==> config.mk <==
export PLATFORM = sky130hd
export DESIGN_NAME = sr_ff_consistency_monitor
export DESIGN_NICKNAME = d
export VERILOG_FILES = /design/src/rtl/sr_ff_pkg.sv /design/src/rtl/sr_golden_model.sv /design/src/rtl/sr_ff_consistency_monitor.sv
export SDC_FILE = /design/constraint.sdc
export NUM_CORES = 1
export LEC_CHECK = 0
export CORE_ASPECT_RATIO = 1.1
export CORE_UTILIZATION = 40
export DETAILED_ROUTE_END_ITERATION = 8
export HOLD_SLACK_MARGIN = 0.02
export PLACE_DENSITY_LB_ADDON = 0.15
export REMOVE_ABC_BUFFERS = 1
export SKIP_CTS_REPAIR_TIMING = 1
export SLEW_MARGIN = 20
export SYNTH_ARGS = -nofsm -noshare
export SYNTH_HDL_FRONTEND = slang
export SYNTH_SLANG_ARGS = --single-unit
==> constraint.sdc <==
create_clock -name clk_i -period 2.1 [get_ports clk_i]
set_clock_uncertainty 0.2 [all_clocks]
set_input_delay 0.21 -clock clk_i [delete_from_list [all_inputs] [get_ports clk_i]]
set_output_delay 0.21 -clock clk_i [all_outputs]
set_load 0.01 [all_outputs]
==> src/rtl/sr_ff_pkg.sv <==
// Shared definitions for the SR flip-flop block, its consistency monitor and bench.
// Holds the monitor FSM states and the S/R input encodings.
package sr_ff_pkg;

    typedef enum logic [1:0] {
        ST_IDLE = 2'd0,
        ST_RUN  = 2'd1,
        ST_DONE = 2'd2,
        ST_HALT = 2'd3
    } state_e;

    localparam logic [1:0] SR_HOLD = 2'b00;
    localparam logic [1:0] SR_RST  = 2'b01;
    localparam logic [1:0] SR_SET  = 2'b10;
    localparam logic [1:0] SR_BAD  = 2'b11;

    localparam int NUM_LANES = 3;

    function automatic logic [1:0] srCode(input logic s, input logic r);
        return {s, r};
    endfunction

endpackage

==> src/rtl/sr_golden_model.sv <==
// Reference SR flip-flop: tracks the expected Q and whether it is currently defined.
// An S1R1 request makes Q unknown until the next explicit set or reset.
module sr_golden_model
    import sr_ff_pkg::*;
(
    input  logic clk_i,
    input  logic rst_i,
    input  logic s_i,
    input  logic r_i,
    output logic expQ_o,
    output logic expKnown_o
);

    logic expQ_q, expQ_d;
    logic expKnown_q, expKnown_d;

    always_comb begin
        expQ_d     = expQ_q;
        expKnown_d = expKnown_q;
        case (srCode(s_i, r_i))
            SR_RST: begin
                expQ_d     = 1'b0;
                expKnown_d = 1'b1;
            end
            SR_SET: begin
                expQ_d     = 1'b1;
                expKnown_d = 1'b1;
            end
            SR_BAD:  expKnown_d = 1'b0;
            default: ;
        endcase
    end

    // Reset value matches the flop's own reset (Q=0), so the model is defined from the start.
    always_ff @(posedge clk_i or posedge rst_i) begin
        if (rst_i) begin
            expQ_q     <= 1'b0;
            expKnown_q <= 1'b1;
        end else begin
            expQ_q     <= expQ_d;
            expKnown_q <= expKnown_d;
        end
    end

    assign expQ_o     = expQ_q;
    assign expKnown_o = expKnown_q;

endmodule

==> src/rtl/sr_ff_consistency_monitor.sv <==
// Passive checker comparing the JK-, D- and T-based SR flip-flop outputs against a golden model.
// Lane 0 = JK variant, lane 1 = D variant, lane 2 = T variant.
module sr_ff_consistency_monitor
    import sr_ff_pkg::*;
#(
    parameter int CNT_W        = 8,
    parameter int CYC_W        = 16,
    parameter int RUN_CYCLES   = 64,
    parameter int STOP_ON_FAIL = 0
) (
    input  logic             clk_i,
    input  logic             rst_i,
    input  logic             en_i,
    input  logic             clr_i,
    input  logic             s_i,
    input  logic             r_i,
    input  logic             q_jk_i,
    input  logic             q_d_i,
    input  logic             q_t_i,
    output logic             err_jk_o,
    output logic             err_d_o,
    output logic             err_t_o,
    output logic [CNT_W-1:0] cnt_jk_o,
    output logic [CNT_W-1:0] cnt_d_o,
    output logic [CNT_W-1:0] cnt_t_o,
    output logic [CYC_W-1:0] cyc_cnt_o,
    output logic [CYC_W-1:0] first_fail_o,
    output logic             busy_o,
    output logic             done_o,
    output logic             pass_o
);

    localparam logic [CNT_W-1:0] CNT_MAX     = '1;
    localparam logic [CYC_W-1:0] CYC_MAX     = '1;
    localparam logic [CYC_W-1:0] LAST_CYC    = CYC_W'(RUN_CYCLES - 1);
    localparam bit               RUN_BOUNDED = (RUN_CYCLES != 0);
    localparam bit               STOP_EN     = (STOP_ON_FAIL != 0);

    state_e             state_q, state_d;
    logic [CYC_W-1:0]   cycCnt_q, cycCnt_d;
    logic [CYC_W-1:0]   firstFail_q, firstFail_d;
    logic               expQ, expKnown;
    logic               active;
    logic [NUM_LANES-1:0] qVec;
    logic [NUM_LANES-1:0] mismatch;
    logic [NUM_LANES-1:0] errVec;
    logic [CNT_W-1:0]   cntVec [NUM_LANES];
    logic               anyMismatch;

    sr_golden_model uGolden (
        .clk_i      (clk_i),
        .rst_i      (rst_i),
        .s_i        (s_i),
        .r_i        (r_i),
        .expQ_o     (expQ),
        .expKnown_o (expKnown)
    );

    assign qVec        = {q_t_i, q_d_i, q_jk_i};
    assign active      = (state_q == ST_RUN) && en_i;
    assign anyMismatch = |mismatch;

    // Q registered before this edge is compared with the model state from the same prior edge.
    for (genvar i = 0; i < NUM_LANES; i++) begin : gLane
        logic             errFlag_q;
        logic [CNT_W-1:0] cnt_q;

        assign mismatch[i] = active && expKnown && (qVec[i] != expQ);

        always_ff @(posedge clk_i or posedge rst_i) begin
            if (rst_i) begin
                errFlag_q <= 1'b0;
                cnt_q     <= '0;
            end else if (clr_i) begin
                errFlag_q <= 1'b0;
                cnt_q     <= '0;
            end else if (mismatch[i]) begin
                errFlag_q <= 1'b1;
                if (cnt_q != CNT_MAX) begin
                    cnt_q <= cnt_q + CNT_W'(1);
                end
            end
        end

        assign errVec[i] = errFlag_q;
        assign cntVec[i] = cnt_q;
    end

    // A halting edge records the mismatch but leaves the cycle count on the failing cycle.
    always_comb begin
        state_d     = state_q;
        cycCnt_d    = cycCnt_q;
        firstFail_d = firstFail_q;
        if (clr_i) begin
            state_d     = ST_IDLE;
            cycCnt_d    = '0;
            firstFail_d = '0;
        end else begin
            case (state_q)
                ST_IDLE: if (en_i) state_d = ST_RUN;
                ST_RUN: begin
                    if (!en_i) begin
                        state_d = ST_IDLE;
                    end else begin
                        if (anyMismatch && !(|errVec)) begin
                            firstFail_d = cycCnt_q;
                        end
                        if (anyMismatch && STOP_EN) begin
                            state_d = ST_HALT;
                        end else begin
                            if (cycCnt_q != CYC_MAX) begin
                                cycCnt_d = cycCnt_q + CYC_W'(1);
                            end
                            if (RUN_BOUNDED && (cycCnt_q == LAST_CYC)) begin
                                state_d = ST_DONE;
                            end
                        end
                    end
                end
                default: ;
            endcase
        end
    end

    always_ff @(posedge clk_i or posedge rst_i) begin
        if (rst_i) begin
            state_q     <= ST_IDLE;
            cycCnt_q    <= '0;
            firstFail_q <= '0;
        end else begin
            state_q     <= state_d;
            cycCnt_q    <= cycCnt_d;
            firstFail_q <= firstFail_d;
        end
    end

    assign err_jk_o     = errVec[0];
    assign err_d_o      = errVec[1];
    assign err_t_o      = errVec[2];
    assign cnt_jk_o     = cntVec[0];
    assign cnt_d_o      = cntVec[1];
    assign cnt_t_o      = cntVec[2];
    assign cyc_cnt_o    = cycCnt_q;
    assign first_fail_o = firstFail_q;
    assign busy_o       = (state_q == ST_RUN);
    assign done_o       = (state_q == ST_DONE) || (state_q == ST_HALT);
    assign pass_o       = done_o && !(|errVec);

endmodule

-- Word-level counts from Yosys, hierarchy flattened
Index checks and enable logic that the tools add are counted.
- register bits after elaboration: 63
- logic and storage cells: 93
- add/subtract/negate cells: 4
- eq/ne operators: 16
- multiplexer cells: 30
- reduce and logical (&&, ||, !) cells: 32
- operators by type and width (kind ; count):
    $mux 16 ; 8
    $mux 8 ; 9
    $add 8x1->8 const B ; 3
    $ne 8x8->1 const B ; 3
    $reduce_bool 2->1 ; 12
    $add 16x1->16 const B ; 1
    $eq 16x6->1 const B ; 1
    $ne 16x16->1 const B ; 1
    $reduce_and 3->1 ; 3
    $eq 2x2->1 const B ; 4
    $mux 2 ; 4
    $logic_and 1x1->1 ; 7
    $mux 1 ; 6
    $reduce_and 2->1 ; 3
    $reduce_or 3->1 ; 2
    $eq 2x1->1 const B ; 2
    $ne 4x3->1 const B ; 1
    $pmux 1 s2 ; 2
    $pmux 2 s2 ; 1
    $ne 1x1->1 ; 3
    $ne 3x3->1 const B ; 1
    $reduce_bool 3->1 ; 1
    $logic_not 2->1 ; 1
    $reduce_or 2->1 ; 1
    2 further kinds ; 2

-- Longest topological paths before layout
Gate-level depths: netlist of the first run.
- depth in word-level cells: 10
- gate-level depth with buffers: 6

-- Hierarchy
From an unflattened synthesis of the first run, not the netlist that was laid out.
- cells, all modules: 330
- area, all modules: 3358.2 µm²
- by module, submodules not included (module ; times used ; cells each ; area an instance (µm²) ; seq. area each (µm²)):
    sr_ff_consistency_monitor ; 1 ; 319 ; 3229.3 ; 1526.5
    sr_golden_model ; 1 ; 11 ; 128.9 ; 51.3

-- Least setup slack after synthesis of the first run
Ideal clock, no wire load.
- path type: reg2reg
- start: register uGolden.expQ_q (netlist: uGolden.expQ_o)
- end: register firstFail_q[0] (netlist: first_fail_o[0])
- arrival time: 1.598 ns
- path slack: 0.170 ns
- stages on the path, launching flop included: 7
- path buffers: 2
- clock period less this slack: 1.930 ns
- cell sequence: dfrtp_1 -> buf_4 -> or4_4 -> nand4_4 -> buf_6 -> mux2i_1 -> nor2_1
- cells in the longest elaborated chain, start to end: 6
- elaborated cells between the ends (all ways): 10
- classes of those cells: 3 x eq/ne; 7 x reduce/logical
- ends and longest elaborated chain (what ; line ; source):
    start, declared ; sr_golden_model.sv:14 ; logic expQ_q, expQ_d;
    start signal, assigned ; sr_golden_model.sv:40 ; expQ_q <= expQ_d;
    $ne 1x1->1 ; sr_ff_consistency_monitor.sv:68 ; assign mismatch[i] = active && expKnown && (qVec[i] != expQ);
    $logic_and 1x1->1 ; sr_ff_consistency_monitor.sv:68 ;
    $reduce_or 3->1 * ; sr_ff_consistency_monitor.sv:61 ; assign anyMismatch = |mismatch;
    $logic_and 1x1->1 * ; sr_ff_consistency_monitor.sv:105 ; if (anyMismatch && !(|errVec)) begin
    $reduce_bool 2->1 (no source line) * ; - ;
    $reduce_and 3->1 (no source line) * ; - ;
    end signal, assigned ; sr_ff_consistency_monitor.sv:133 ; firstFail_q <= firstFail_d;
    end, declared ; sr_ff_consistency_monitor.sv:41 ; logic [CYC_W-1:0] firstFail_q, firstFail_d;
Every way passes the cells marked *; elsewhere a longest branch is shown, timed or not.
A chain may end at the register's enable or synchronous reset.

-- Final worst setup path of the first run
- start: register uGolden.expKnown_q (netlist: uGolden.expKnown_o)
- end: register gLane[2].cnt_q[7] (netlist: cnt_t_o[7])
- cells in the longest elaborated chain, start to end: 4
- ends and longest elaborated chain (what ; line ; source):
    start, declared ; sr_golden_model.sv:15 ; logic expKnown_q, expKnown_d;
    start signal, assigned ; sr_golden_model.sv:41 ; expKnown_q <= expKnown_d;
    $logic_and 1x1->1 (2 in a row) ; sr_ff_consistency_monitor.sv:68 ;
    $reduce_bool 2->1 (no source line) ; - ;
    $reduce_and 2->1 (no source line) ; - ;
    end signal, assigned ; sr_ff_consistency_monitor.sv:80 ; cnt_q <= cnt_q + CNT_W'(1);
    end, declared ; sr_ff_consistency_monitor.sv:66 ; logic [CNT_W-1:0] cnt_q;
Every way passes these cells.

==> run metrics, run 1 <==
Critical R2R Launch uGolden.expKnown_o; Post-synth EDFFs 0; setup slack, reg-to-reg 0.09 ns; Final Cycle Share 0.9558; CTS Buf Count 9; Critical Path AT 2.00 ns; CP endpoint kind flip-flop; Synth Area in Simple Gates 0.2425; Yosys cell types 52; Final Setup Violations 0; Worst-Margin Slew 0.5235 ns; DRT Pass-1 Iters 4; RSZ-0062 raised after global routing false; Chip Width 88.91 um; largest net degree at the start of global routing 28; Slew headroom 0.6510; Compound-Gate Fraction of Synth Area 0.1288; first-pass GRT wire length 14.17 mm; Detail Route Antenna Nets 0; Maximum Capacitance Violations 0; fin. max-slew vios 0; worst-path cell chain and4b_2 > buf_4 > nand2_2 > buf_4 > o41ai_1 > a21oi_1; #FFs+latches synth 63; Final Critical Period 2.007 ns; top cells by area, synth dfrtp_1 (47%), mux2i_1 (6.0%), a21oi_1 (4.7%); number of cell rows 34; mux share of post-synthesis cell area 0.07041; share of cells above drive strength 1 0.1704; Post-synth top flop dfrtp_1; gpl congestion 0.8345; Avg WL per Cell 15.16 um; count of final hold-check violations 0; yosys warns 0; largest family of logic cells by synthesized area simple AND/OR/NAND/NOR gates; async set or reset register ratio after synthesis 1.000; DR iter-0 viols 94; Post-Synth Adder-Cell Area 0.02636; Reg area 1578 sq um; fin cells 560; Initial Utilization 0.4155; R2R depth 6; outcome complete, no violations; Clock Root Buffer clkbuf_8; Highest Clock Rate 0.4982 GHz; I/O pin count 71; sequential element share of the synthesized area 0.4748; Cell Area, Synth 3323 sq um; Top Family by Delay on Critical Path flip-flops; fraction of synthesized cell area in xor and xnor cells 0.01845; Die Ht 97.60 um; total die area 8677 sq um; Crit path largest cell delay 0.55 ns; Pwr Density 566.2 nW/um^2; Inst Count DP 541; CTS clock-pin slew for the worst setup and hold paths 0.07 ns; Worst Path Required 2.10 ns; Design Power 2649 uW; Hold Worst Slack 0.02757 ns; initial antenna violation count 0; post-synthesis area per instance 9.861 sq um; detail-routed via count per cell 5.429; I/O Buffers 70; Critical Path Fanout Max 5; CP max-delay cell dfstp_2; P_leak 0.002037 uW; later-pin clock latency in the skew report 0.33 ns; P&R area growth vs syn 40.81%; n_diodes 0; drt total wl 8.488 mm; clock buffer depth 2; Worst Hold Class input pin to asynchronous set/reset pin; Final Util 0.5851; CP startpoint kind flip-flop; filler cell count 738; nets@finish 463; total gr overflow 0; Final HPWL DP 6.102 mm; Crit path top cell by count buf_4; post-synth top area cell dfrtp_1; crit path kind flip-flop to flip-flop; via count 3040; top-area cell type share of the netlist area 0.4669; worst IR drop on VDD 0.3485 mV; vias in the first global route 2953; CTS tree built; worst path bufs/invs 2; multi-input logic area 1627 sq um; Post-Syn Instances 337; FF-to-FF End cnt_t_o[7]; drt drc 0; depth of the CTS H-tree 3; Placeable Area 7998 sq um; clk sinks 63; GRT Total Usage 0.2109
-- worst max-delay path by stage --
stage          cells past startpoint                from     endpoint
2_1_floorplan                      4          state_q[1]  cnt_jk_o[5]
3_3_place_gp                       6                en_i   cnt_t_o[5]
3_5_place_dp                       7                en_i   cnt_t_o[5]
4_1_cts                            3             err_d_o       pass_o
5_1_grt                            5  uGolden.expKnown_o   cnt_t_o[3]
6_report                           6  uGolden.expKnown_o   cnt_t_o[7]
-- state kept, by name (all words and copies together), names as in the netlist --
signal	flops
err_jk_o	1
state_q	2
err_t_o	1
err_d_o	1
cnt_d_o	8
cyc_cnt_o	16
first_fail_o	16
cnt_t_o	8
cnt_jk_o	8
uGolden.expKnown_o	1
uGolden.expQ_o	1
-- metrics by stage --
stage,setup WS [ns],TNS [ns],area (sq um)
floorplan,0.001582,0,3232
global placement,-0.1088,-1.047,4420
detailed placement,-0.1628,-1.692,4420
CTS,-0.0008130,-0.0008130,4644
global route,0.002964,0,4679
finish,0.09276,0,4679
-- report_power, final --
| part | leakage [uW] | switching, uW | internal (uW) |
|---|---|---|---|
| sequential | 0.000873 | 15.7 | 1230 |
| combinational | 0.00105 | 112 | 103 |
| clock | 0.000114 | 459 | 733 |
-- cells by family (layout without fill, tap and decap cells) --
family          count (synthesis)  after routing
compound gates                 71             71
xor+xnor                        7              7
simple gates                  141            141
buf+inv                        25            140
mux                            23             23
fa+ha+maj                       7              7
flops                          63             63
-- synth_stat cells (2+ instances only) --
cell type and instances:
nor4_1 5, or3_1 15, nand2b_1 2, o211ai_1 2
o41ai_1 3, nand3_1 20, mux2_2 3, o31ai_1 8
nor2_1 35, nand4_1 12, or4_1 10, xor2_1 6
and3_1 3, mux2i_1 20, nor2b_1 3, clkbuf_1 8
and4_1 4, buf_6 3, ha_1 7, nor3_1 7
nand2_1 11, a211oi_1 3, and2_1 2, dfrtp_1 62
o21ai_0 16, a21oi_1 31, a31oi_1 2, inv_1 10
-- layout by cell type, fill, tap and decap left out, types with 4 or more instances in the layout --
cell	instances
clkbuf_8	11
mux2i_1	20
nand3_1	20
nor3_1	6
or4_1	10
inv_1	9
nand4_1	12
xor2_1	6
a21oi_1	30
ha_1	7
nand2_1	11
buf_4	40
or3_1	15
nor2_1	35
dfrtp_1	62
clkdlybuf4s50_1	68
o31ai_1	8
nor4_1	5
o21ai_0	16
and4_1	4
buf_12	4
-- area by class of cell --
type	instances	share of cell area
multi-input combinational	249	0.3476
sequential	63	0.3372
tap	108	0.02888
timing repair buffer	114	0.2305
clock buffer	13	0.03396
inverter	10	0.008021
clock inverter	3	0.01390
-- per-layer routing --
layer,wire (um),vias to the layer above,global-route usage,share of wire
met5,0,-,0,0
met4,68,0,0.07320,0.0080
met3,443,7,0.04503,0.052
met2,4249,83,0.3361,0.50
met1,3726,1469,0.2799,0.44
li1,-,1481,-,-
Power figures use the tool's default switching activity.
==> run 2: changes to the inputs <==
- CAP_MARGIN: default -> 15
- clock period: 2.1 -> 2.09 ns (I/O delays scaled with it)
==> run 2 against run 1 <==
Effect of this change: die area stayed put; cell area shrank 1.4%; cell count is 1.1% lower; power decreased by 4.5%; maximum frequency is 0.39% lower; global-route usage fell by 0.46 points; critical path depth down 1; critical path type unchanged.
==> run metrics, run 2 (synthesis gave the netlist of run 1 again) <==
CP startpoint kind flip-flop (unchanged); via count 3060 (was 3040); worst path bufs/invs 1 (was 2); vias in the first global route 2950 (was 2953); final instance area 4614 sq um (was 4679 sq um); Final Util 0.5770 (was 0.5851); largest net degree at the start of global routing 64 (was 28); P_leak 0.001996 uW (was 0.002037 uW); Final Cycle Share 0.9642 (was 0.9558); Avg WL per Cell 15.30 um (was 15.16 um); Placeable Area 7998 sq um (unchanged); DRT Pass-1 Iters 4 (unchanged); Hold Worst Slack 0.05808 ns (was 0.02757 ns); drt total wl 8.475 mm (was 8.488 mm); nets@finish 458 (was 463); CTS Buf Count 9 (unchanged); CTS tree built (unchanged); fin cells 554 (was 560); gpl congestion 0.8431 (was 0.8345); Clock Root Buffer clkbuf_8 (unchanged); Highest Clock Rate 0.4962 GHz (was 0.4982 GHz); clk sinks 63 (unchanged); worst-path cell chain and4b_2 > buf_6 > nand2_2 > or4_1 > a21oi_2 (was and4b_2 > buf_4 > nand2_2 > buf_4 > o41ai_1 > a21oi_1); Worst-Margin Slew 0.4942 ns (was 0.5235 ns); Worst Hold Class input pin to asynchronous set/reset pin (unchanged); Critical Path AT 2.08 ns (was 2.00 ns); later-pin clock latency in the skew report 0.33 ns (about the same); Final Setup Violations 0 (unchanged); Cell Area, Placed 4385 sq um (was 4420 sq um); P&R area growth vs syn 38.86% (was 40.81%); Slew headroom 0.6705 (was 0.6510); outcome complete, no violations (unchanged); GR Util met2 0.3314 (was 0.3361); Chip Width 88.91 um (unchanged); Final Critical Period 2.015 ns (was 2.007 ns); Critical Path Fanout Max 5 (unchanged); Maximum Capacitance Violations 0 (unchanged); commonest cells after routing, fill and taps aside clkdlybuf4s50_1 (68), dfrtp_1 (62), nor2_1 (35), buf_4 (35), a21oi_1 (30) (was clkdlybuf4s50_1 (68), dfrtp_1 (62), buf_4 (40)); P_sw 594.3 uW (was 587.3 uW); CP max-delay cell dfstp_2 (unchanged); detail-routed via count per cell 5.523 (was 5.429); Comb power frac 0.082 (was 0.081); initial antenna violation count 0 (unchanged); met1 Use GR 0.2703 (was 0.2799); Worst Path Required 2.16 ns (was 2.10 ns); drt drc 0 (unchanged); CP endpoint kind flip-flop (unchanged); Pwr Density 548.3 nW/um^2 (was 566.2 nW/um^2); Die Ht 97.60 um (unchanged); CTS clock-pin slew for the worst setup and hold paths 0.07 ns (about the same); Post-Place Worst Slack -0.1714 ns (was -0.1628 ns); worst IR drop on VDD 0.3331 mV (was 0.3485 mV); power share of the sequential group 0.493 (was 0.469); total die area 8677 sq um (unchanged); I/O Buffers 70 (unchanged); fin. max-slew vios 0 (unchanged); n_diodes 0 (unchanged); total gr overflow 0 (unchanged); clock share of power 0.424 (was 0.450); Inst Count DP 538 (was 541); GR peak layer met2 (unchanged); Top Family by Delay on Critical Path simple AND/OR/NAND/NOR gates (was flip-flops); Final HPWL DP 5.953 mm (was 6.102 mm); grt met3 use 0.03653 (was 0.04503); Initial Utilization 0.4155 (unchanged); switching share of power 0.2349 (was 0.2217); Detail Route Antenna Nets 0 (unchanged); crit path kind flip-flop to flip-flop (unchanged); clock buffer depth 2 (unchanged); Crit path largest cell delay 0.55 ns (about the same); count of final hold-check violations 0 (unchanged); number of cell rows 34 (unchanged); RSZ-0062 raised after global routing true (was false); share of cells above drive strength 1 0.1637 (was 0.1704); I/O pin count 71 (unchanged); GRT Total Usage 0.2063 (was 0.2109); DR iter-0 viols 130 (was 94); P_int 1936 uW (was 2062 uW); first-pass GRT wire length 13.91 mm (was 14.17 mm); worst setup margin 0.07488 ns (was 0.09276 ns); depth of the CTS H-tree 3 (unchanged); most common cell after layout, fill and taps aside clkdlybuf4s50_1 (unchanged)
-- run 2: cell types whose count changed in the layout (fill, tap and decap cells not counted) --
cell        previous run  this run
o41ai_2                0         1
bufinv_16              2         1
buf_12                 4         3
buf_6                  0         1
buf_4                 40        35
o41ai_1                3         2
clkbuf_1               2         1
clkinvlp_4             0         1
-- run 2: final timing paths --
| check | cells after the start | end | from | slack (ns) |
|---|---|---|---|---|
| min in group clk_i | 2 | first_fail_o[11] | clr_i | 0.13 |
| max in group asynchronous | 3 | uGolden.expKnown_o | rst_i | 1.30 |
| worst max-delay path | 5 | cnt_t_o[7] | uGolden.expKnown_o | 0.07 |
| worst min-delay path | 3 | cnt_t_o[4] | rst_i | 0.06 |
| worst max register to register | 5 | cnt_t_o[7] | uGolden.expKnown_o | 0.07 |
| worst min register to register | 2 | uGolden.expKnown_o | uGolden.expKnown_o | 0.29 |
-- run 2: tightest hold or removal path, cell delays in order --
cell and delay, ns:
clkdlybuf4s50_1 0.42, inv_2 0.07, buf_12 0.29
-- run 2: area by class of cell --
type	instances	area (sq um)
fill	722	3383
timing repair buffer	109	1032
inverter	10	37.54
tap	108	135.1
clock inverter	3	42.54
clock buffer	12	155.1
sequential	63	1578
multi-input combinational	249	1634
-- run 2: per-stage QoR --
step | power, uW | setup TNS, ns
6_report | 2530 | 0
3_5_place_dp | 1479 | -2.319
5_1_grt | 2624 | -0.02144
2_1_floorplan | 1355 | -0.01682
4_1_cts | 2558 | -0.004169
3_3_place_gp | 1476 | -1.054
-- run 2: per-layer routing --
| metal | vias up | share of wire |
|---|---|---|
| met3 | 13 | 0.057 |
| met2 | 89 | 0.48 |
| met5 | - | 0 |
| li1 | 1469 | - |
| met1 | 1489 | 0.44 |
| met4 | 0 | 0.017 |
-- run 2: power groups by stage --
stage | Clock (uW) | Combinational [uW] | Sequential (uW)
after floorplan | 0 | 84.0 | 1270
after global placement | 0 | 205 | 1270
after detailed placement | 0 | 208 | 1270
after CTS | 1100 | 209 | 1250
after global routing | 1150 | 229 | 1250
final | 1070 | 208 | 1250
